**src/rtl/dice_pkg.sv**
```systemverilog
// ============================================================================
// Module  : dice_pkg
// Brief   : Shared constants, state encoding and 7-segment decode for the dice core.
// Rev     : 1.0 - initial release
// ============================================================================
`default_nettype none

package dice_pkg;

    typedef enum logic [1:0] {
        ST_OFF  = 2'd0,
        ST_ROLL = 2'd1,
        ST_SHOW = 2'd2
    } state_t;

    // Segment bit 0 is 'a', bit 6 is 'g'
    localparam logic [6:0] SEG_0   = 7'h3F;
    localparam logic [6:0] SEG_1   = 7'h06;
    localparam logic [6:0] SEG_2   = 7'h5B;
    localparam logic [6:0] SEG_3   = 7'h4F;
    localparam logic [6:0] SEG_4   = 7'h66;
    localparam logic [6:0] SEG_5   = 7'h6D;
    localparam logic [6:0] SEG_6   = 7'h7D;
    localparam logic [6:0] SEG_7   = 7'h07;
    localparam logic [6:0] SEG_8   = 7'h7F;
    localparam logic [6:0] SEG_9   = 7'h6F;
    localparam logic [6:0] SEG_OFF = 7'h00;

    localparam logic [83:0] SIDES_BCD_DEFAULT = {
        12'h100, 12'h020, 12'h012, 12'h010, 12'h008, 12'h006, 12'h004
    };

    function automatic logic [6:0] seg_decode(input logic [3:0] d);
        case (d)
            4'd0:    seg_decode = SEG_0;
            4'd1:    seg_decode = SEG_1;
            4'd2:    seg_decode = SEG_2;
            4'd3:    seg_decode = SEG_3;
            4'd4:    seg_decode = SEG_4;
            4'd5:    seg_decode = SEG_5;
            4'd6:    seg_decode = SEG_6;
            4'd7:    seg_decode = SEG_7;
            4'd8:    seg_decode = SEG_8;
            4'd9:    seg_decode = SEG_9;
            default: seg_decode = SEG_OFF;
        endcase
    endfunction

endpackage

`default_nettype wire

```
**src/rtl/bcd_down_counter.sv**
```systemverilog
// ============================================================================
// Module  : bcd_down_counter
// Brief   : Multi-digit BCD down counter with load and wrap-at-one.
// Rev     : 1.0 - initial release
// ============================================================================
`default_nettype none

module bcd_down_counter #(
    parameter int DIGITS = 3
) (
    input  logic                  clk,
    input  logic                  rst,
    input  logic                  load,
    input  logic [4*DIGITS-1:0]   load_val,
    input  logic                  dec,
    input  logic [4*DIGITS-1:0]   wrap_val,
    output logic [4*DIGITS-1:0]   q
);

    localparam int              VW      = 4 * DIGITS;
    localparam logic [VW-1:0]   ONE_VAL = {{(VW-1){1'b0}}, 1'b1};

    logic [VW-1:0] dec_val;

    // Ripple borrow: a zero digit becomes 9 and passes the borrow upward
    always_comb begin : p_dec
        logic borrow;
        borrow  = 1'b1;
        dec_val = q;
        for (int i = 0; i < DIGITS; i++) begin
            if (borrow) begin
                if (q[4*i +: 4] == 4'd0) begin
                    dec_val[4*i +: 4] = 4'd9;
                end else begin
                    dec_val[4*i +: 4] = q[4*i +: 4] - 4'd1;
                    borrow            = 1'b0;
                end
            end
        end
    end

    always_ff @(posedge clk) begin
        if (rst) begin
            q <= ONE_VAL;
        end else if (load) begin
            q <= load_val;
        end else if (dec) begin
            q <= (q == ONE_VAL) ? wrap_val : dec_val;
        end
    end

endmodule

`default_nettype wire

```
**src/rtl/dice_roll_engine.sv**
```systemverilog
// ============================================================================
// Module  : dice_roll_engine
// Brief   : Button-driven BCD dice roller with multiplexed 7-segment display.
// Rev     : 1.0 - initial release
// ============================================================================
`default_nettype none

module dice_roll_engine
    import dice_pkg::*;
#(
    parameter int                          DIGITS        = 3,
    parameter int                          N_BTN         = 7,
    parameter logic [N_BTN*4*DIGITS-1:0]   SIDES_BCD     = SIDES_BCD_DEFAULT,
    parameter int                          TIMEOUT_TICKS = 255
) (
    input  logic                  clk,
    input  logic                  rst,
    input  logic                  tick,
    input  logic [N_BTN-1:0]      btn,
    output logic [6:0]            seg,
    output logic [DIGITS-1:0]     digit_en,
    output logic [4*DIGITS-1:0]   result_bcd,
    output logic                  result_valid,
    output logic                  rolling
);

    localparam int              VW           = 4 * DIGITS;
    localparam int              SW           = (DIGITS > 1) ? $clog2(DIGITS) : 1;
    localparam int              DW           = (N_BTN > 1) ? $clog2(N_BTN) : 1;
    localparam logic [VW-1:0]   RESULT_RST   = {{(VW-1){1'b0}}, 1'b1};
    localparam logic [SW-1:0]   S_LAST       = SW'(DIGITS - 1);
    localparam logic [7:0]      TIMEOUT_INIT = 8'(TIMEOUT_TICKS);

    state_t            state;
    state_t            state_next;
    logic [DW-1:0]     die;
    logic [DW-1:0]     press_idx;
    logic [VW-1:0]     value;
    logic [7:0]        timeout;
    logic [SW-1:0]     s;
    logic [DIGITS-1:0] lit;
    logic [DIGITS-1:0] onehot;
    logic [VW-1:0]     sides [N_BTN];
    logic              any_btn;
    logic              held;
    logic              start;
    logic              dec;
    logic              capture;
    logic              tick_dec;
    logic              disp_on;

    for (genvar gi = 0; gi < N_BTN; gi++) begin : g_sides
        assign sides[gi] = SIDES_BCD[gi*VW +: VW];
    end

    // A digit stays lit while it or any more significant digit is non-zero
    for (genvar gi = 0; gi < DIGITS; gi++) begin : g_lit
        if (gi == 0) begin : g_lsd
            assign lit[gi] = 1'b1;
        end else begin : g_upper
            assign lit[gi] = |result_bcd[VW-1:4*gi];
        end
    end

    assign any_btn = |btn;
    assign held    = btn[die];
    assign rolling = (state == ST_ROLL);

    always_comb begin
        press_idx = '0;
        for (int i = N_BTN - 1; i >= 0; i--) begin
            if (btn[i]) press_idx = DW'(i);
        end
    end

    always_comb begin
        onehot = '0;
        for (int i = 0; i < DIGITS; i++) begin
            onehot[i] = (s == SW'(i));
        end
    end

    always_ff @(posedge clk) begin
        if (rst) state <= ST_OFF;
        else     state <= state_next;
    end

    always_comb begin
        state_next = state;
        case (state)
            ST_OFF:  if (any_btn) state_next = ST_ROLL;
            ST_ROLL: if (!held)   state_next = ST_SHOW;
            ST_SHOW: begin
                if (any_btn)                        state_next = ST_ROLL;
                else if (tick && timeout == 8'd1)   state_next = ST_OFF;
            end
            default: state_next = ST_OFF;
        endcase
    end

    always_comb begin
        start    = (state == ST_OFF || state == ST_SHOW) && any_btn;
        dec      = (state == ST_ROLL) && held;
        capture  = (state == ST_ROLL) && !held;
        tick_dec = (state == ST_SHOW) && !any_btn && tick;
        // Going dark on the expiring tick itself keeps the turn-off one cycle after it
        disp_on  = (state == ST_SHOW) && (state_next == ST_SHOW);
    end

    bcd_down_counter #(
        .DIGITS (DIGITS)
    ) u_counter (
        .clk      (clk),
        .rst      (rst),
        .load     (start),
        .load_val (sides[press_idx]),
        .dec      (dec),
        .wrap_val (sides[die]),
        .q        (value)
    );

    always_ff @(posedge clk) begin
        if (rst) begin
            die          <= '0;
            result_bcd   <= RESULT_RST;
            result_valid <= 1'b0;
            timeout      <= 8'd0;
            s            <= '0;
            seg          <= SEG_OFF;
            digit_en     <= '0;
        end else begin
            result_valid <= capture;
            if (start) die <= press_idx;
            if (capture) begin
                result_bcd <= value;
                timeout    <= TIMEOUT_INIT;
            end else if (tick_dec) begin
                timeout    <= timeout - 8'd1;
            end
            s <= (s == S_LAST) ? '0 : s + SW'(1);
            if (disp_on && lit[s]) begin
                seg      <= seg_decode(result_bcd[4*s +: 4]);
                digit_en <= onehot;
            end else begin
                seg      <= SEG_OFF;
                digit_en <= '0;
            end
        end
    end

endmodule

`default_nettype wire

```
**config.mk**
```make
export PLATFORM = sky130hd
export DESIGN_NAME = dice_roll_engine
export DESIGN_NICKNAME = d
export VERILOG_FILES = /design/src/rtl/dice_pkg.sv /design/src/rtl/bcd_down_counter.sv /design/src/rtl/dice_roll_engine.sv
export SDC_FILE = /design/constraint.sdc
export NUM_CORES = 1
export LEC_CHECK = 0
export ABC_AREA = 1
export ABC_CLOCK_PERIOD_IN_PS = 2200
export CAP_MARGIN = 0
export CORE_ASPECT_RATIO = 1.2
export CORE_MARGIN = 5
export CORE_UTILIZATION = 30
export CTS_BUF_LIST = sky130_fd_sc_hd__clkbuf_4 sky130_fd_sc_hd__clkbuf_8
export CTS_CLUSTER_DIAMETER = 100
export DETAILED_ROUTE_END_ITERATION = 10
export DONT_BUFFER_PORTS = 1
export HOLD_SLACK_MARGIN = 0.05
export PLACE_DENSITY = 0.49
export REMOVE_ABC_BUFFERS = 1
export SLEW_MARGIN = 20
export SYNTH_ARGS = -nofsm -noshare
export SYNTH_HDL_FRONTEND = slang
export SYNTH_SLANG_ARGS = --single-unit
```
**constraint.sdc**
```tcl
create_clock -name clk -period 2.2 [get_ports clk]
set_clock_uncertainty 0.05 [all_clocks]
set_input_delay 0.44 -clock clk [delete_from_list [all_inputs] [get_ports clk]]
set_output_delay 0.44 -clock clk [all_outputs]
set_load 0.01 [all_outputs]
```
==> summary.md <==
| Metric | Value |
|---|---|
| Adder-cell share of the synthesized area | `5.42%` |
| Share of the synthesized area in the top cell type | `33.3%` |
| Seq/Total Area, Yosys | `33.3%` |
| Data required time of the critical path | `2.36 ns` |
| Synth Area in Compound Gates | `13.4%` |
| CTS Root Buffer Type | `clkbuf_8` |
| Die Y | `120 µm` |
| Die area | `12100 µm²` |
| Hold_buf cts | `0` |
| # DRC | `0` |
| Max Root-Sink Buffers | `2` |
| Slowest cell on crit path | `dfxtp_1` |
| Worst setup margin | `0.309 ns` |
| Detailed Routing Iterations Pass 1 | `4` |
| Largest net degree at the start of global routing | `35` |
| NumNets Final | `474` |
| Crit end category | `flop` |
| Slowest cell delay on critical path | `0.57 ns` |
| Class of the worst hold path | `primary input to flop` |
| CP top delay family | `flip-flops` |
| Layout area overhead | `6.33%` |
| Seq. cell area | `1000 µm²` |
| Final slew viol count | `0` |
| Post-synthesis cell count | `452` |
| Unrepaired setup endpoints after global routing | `false` |
| Site Rows | `40` |
| Fin crit period | `1.89 ns` |
| GRT Total Usage | `12.4%` |
| Max_slew headroom | `73.6%` |
| Final ANT Viol Nets | `0` |
| First-pass GRT wire length | `12100 µm` |
| Yosys warning count | `0` |
| Drt total wl | `7270 µm` |
| Grt total ovfl | `0` |
| 1st-iter DRT viols | `123` |
| FF+latch count, synth | `50` |
| Vias in the first global route | `2500` |
| Gates resized, CTS repair | `0` |
| Setup TNS | `0 ns` |
| TritonCTS Buffers | `5` |
| Multiplexer share of the synthesized area | `0%` |
| Leak pwr | `1.50 nW` |
| Post-Synth XOR/XNOR Area | `1.17%` |
| Routed len/inst | `12.6 µm` |
| Final non-filler cell total | `578` |
| CP bufs+invs | `3` |
| Top post-synthesis cells by area | `dfxtp_1, nand2_1, nor2_1` |
| Initial antenna violation count | `0` |
| Final Setup Violations | `0` |
| Startpoint Class | `flop` |
| Diode count | `0` |
| Yosys cell types | `37` |
| Detailed Place HPWL | `5510 µm` |
| Largest family of logic cells by synthesized area | `simple AND/OR/NAND/NOR gates` |
| Fin. Hold Viols | `0` |
| Input/output buffers | `0` |
| # H-tree levels | `2` |
| Pre-CTS setup slack | `0.366 ns` |
| Clock slew at reported path FFs | `0.10 ns` |
| Core area | `9910 µm²` |
| Max frequency | `0.529 GHz` |
| Dpl cells | `570` |
| Max_cap viols | `0` |
| Clk_lat worst skew | `0.31 ns` |
| Clock sink count | `50` |
| Simple-gate share of the synthesized area | `35.7%` |
| Period utilization | `85.9%` |
| DR vias/cell | `4.67` |
| Max IR drop VDD | `240 µV` |
| Cell taking the most area after synthesis | `dfxtp_1` |
| Ports | `34` |
| Footprint of the multi-input gates | `1670 µm²` |
| Fillers | `1088` |
| CP arrival | `2.05 ns` |
| Post-Syn Area | `3000 µm²` |
| PwrDens | `793 nW/µm²` |
| CTS tree | `done` |
| Layout cells sized above 1 | `8.41%` |
| Starting Density | `30.3%` |
| Status | `completed` |
| Layout Utilization | `32.2%` |
| Via count | `2700` |
| Die X | `101 µm` |
| Syn_area_per_cell | `6.64 µm²` |
| Worst Setup Path Type | `flop to flop` |
| Critical path cell sequence | `inv_1 -> nand3_1 -> nand2_1 -> inv_1 -> ha_1 -> inv_1 -> o21ai_0 -> a21oi_1 -> nor2_1` |
| Crit path top cell by count | `inv_1` |
| CP Max Fanout | `12` |
| Placer Congestion | `0.846` |
| Post-CTS setup buffers | `0` |
| Slew @ Worst Pin | `0.395 ns` |
[per-stage QoR]
stage                     area, µm²  hold slack (ns)  power, mW
after floorplan                2920            0.408       1.79
after global placement         3100            0.420       1.97
after detailed placement       3100            0.424       1.98
after CTS                      3190            0.117       2.57
after global routing           3190            0.111       2.75
final                          3190            0.129       2.53
[state kept, by name, summed over array words and instances (netlist names)]
register and cells:
result_bcd 12, u_counter.q 12, timeout 8, seg 7, die 3, digit_en 3
s 2, state 2, result_valid 1
[final cells by class]
class | count | share of cell area (%)
tap | 126 | 4.94
clock buffer | 6 | 2.59
sequential | 50 | 31.3
multi-input combinational | 326 | 52.4
clock inverter | 2 | 0.392
inverter | 65 | 7.64
timing repair buffer | 3 | 0.705
[cell usage after synthesis (all sizes together)]
master	number
a211oi	1
a21boi	1
a21oi	27
a31oi	2
and2	1
buf	10
clkbuf	1
clkinv	1
dfxtp	50
ha	13
inv	64
nand2	106
nand3	46
nand3b	2
nand4	3
nor2	74
nor3	3
nor3b	1
nor4	1
o211ai	5
o21a	1
o21ai	35
xnor2	1
xor2	3
[power breakdown]
group / switching (mW) / internal [mW]
clock: 0.327 / 0.254
combinational: 0.539 / 0.300
sequential: 0.120 / 0.993
[path summary, 6_finish.rpt]
kind,end,slack [ns],from,depth (start not counted)
max,seg[3],0.31,s[0],9
min,timeout[5],0.13,rst,1
max reg2reg,seg[3],0.31,s[0],9
min reg2reg,timeout[5],0.44,timeout[5],2
[worst reg2reg max path, stage by stage, from the launching register on]
cell	delay (ns)
dfxtp_1	0.57
inv_1	0.20
nand3_1	0.11
nand2_1	0.13
inv_1	0.15
ha_1	0.24
inv_1	0.08
o21ai_0	0.09
a21oi_1	0.13
nor2_1	0.05
[logic make-up (layout without fill, tap and decap cells)]
family | count (synthesis) | in the layout
DFF | 50 | 50
adders and majority gates | 13 | 13
buffers and inverters | 76 | 76
and+or+nand+nor | 237 | 237
AOI/OAI and AO/OA | 72 | 72
xor gates and xnor gates | 4 | 4
[per-layer routing]
metal  vias to the layer above  part of all wire, %  global-route usage (%)
li1                       1440                    -                       -
met1                      1191                   47                    16.2
met2                        59                   45                    19.5
met3                        10                  5.8                    3.26
met4                         0                  2.0                    4.74
met5                         -                    0                       0
[placed cells by master (no fill, tap or decap), types with 3 or more instances in the layout]
cell type  count
nand2_1       96
nor2_1        67
inv_1         61
dfxtp_1       50
nand3_1       42
o21ai_0       28
a21oi_1       27
ha_1          13
nand2_2        8
clkbuf_8       6
nor2_4         5
o21ai_1        5
nand3_2        4
o211ai_1       4
inv_2          3
nand4_1        3
nor3_1         3
xor2_1         3
buf_4          3
No activity file was read; power rests on OpenSTA's default activity.
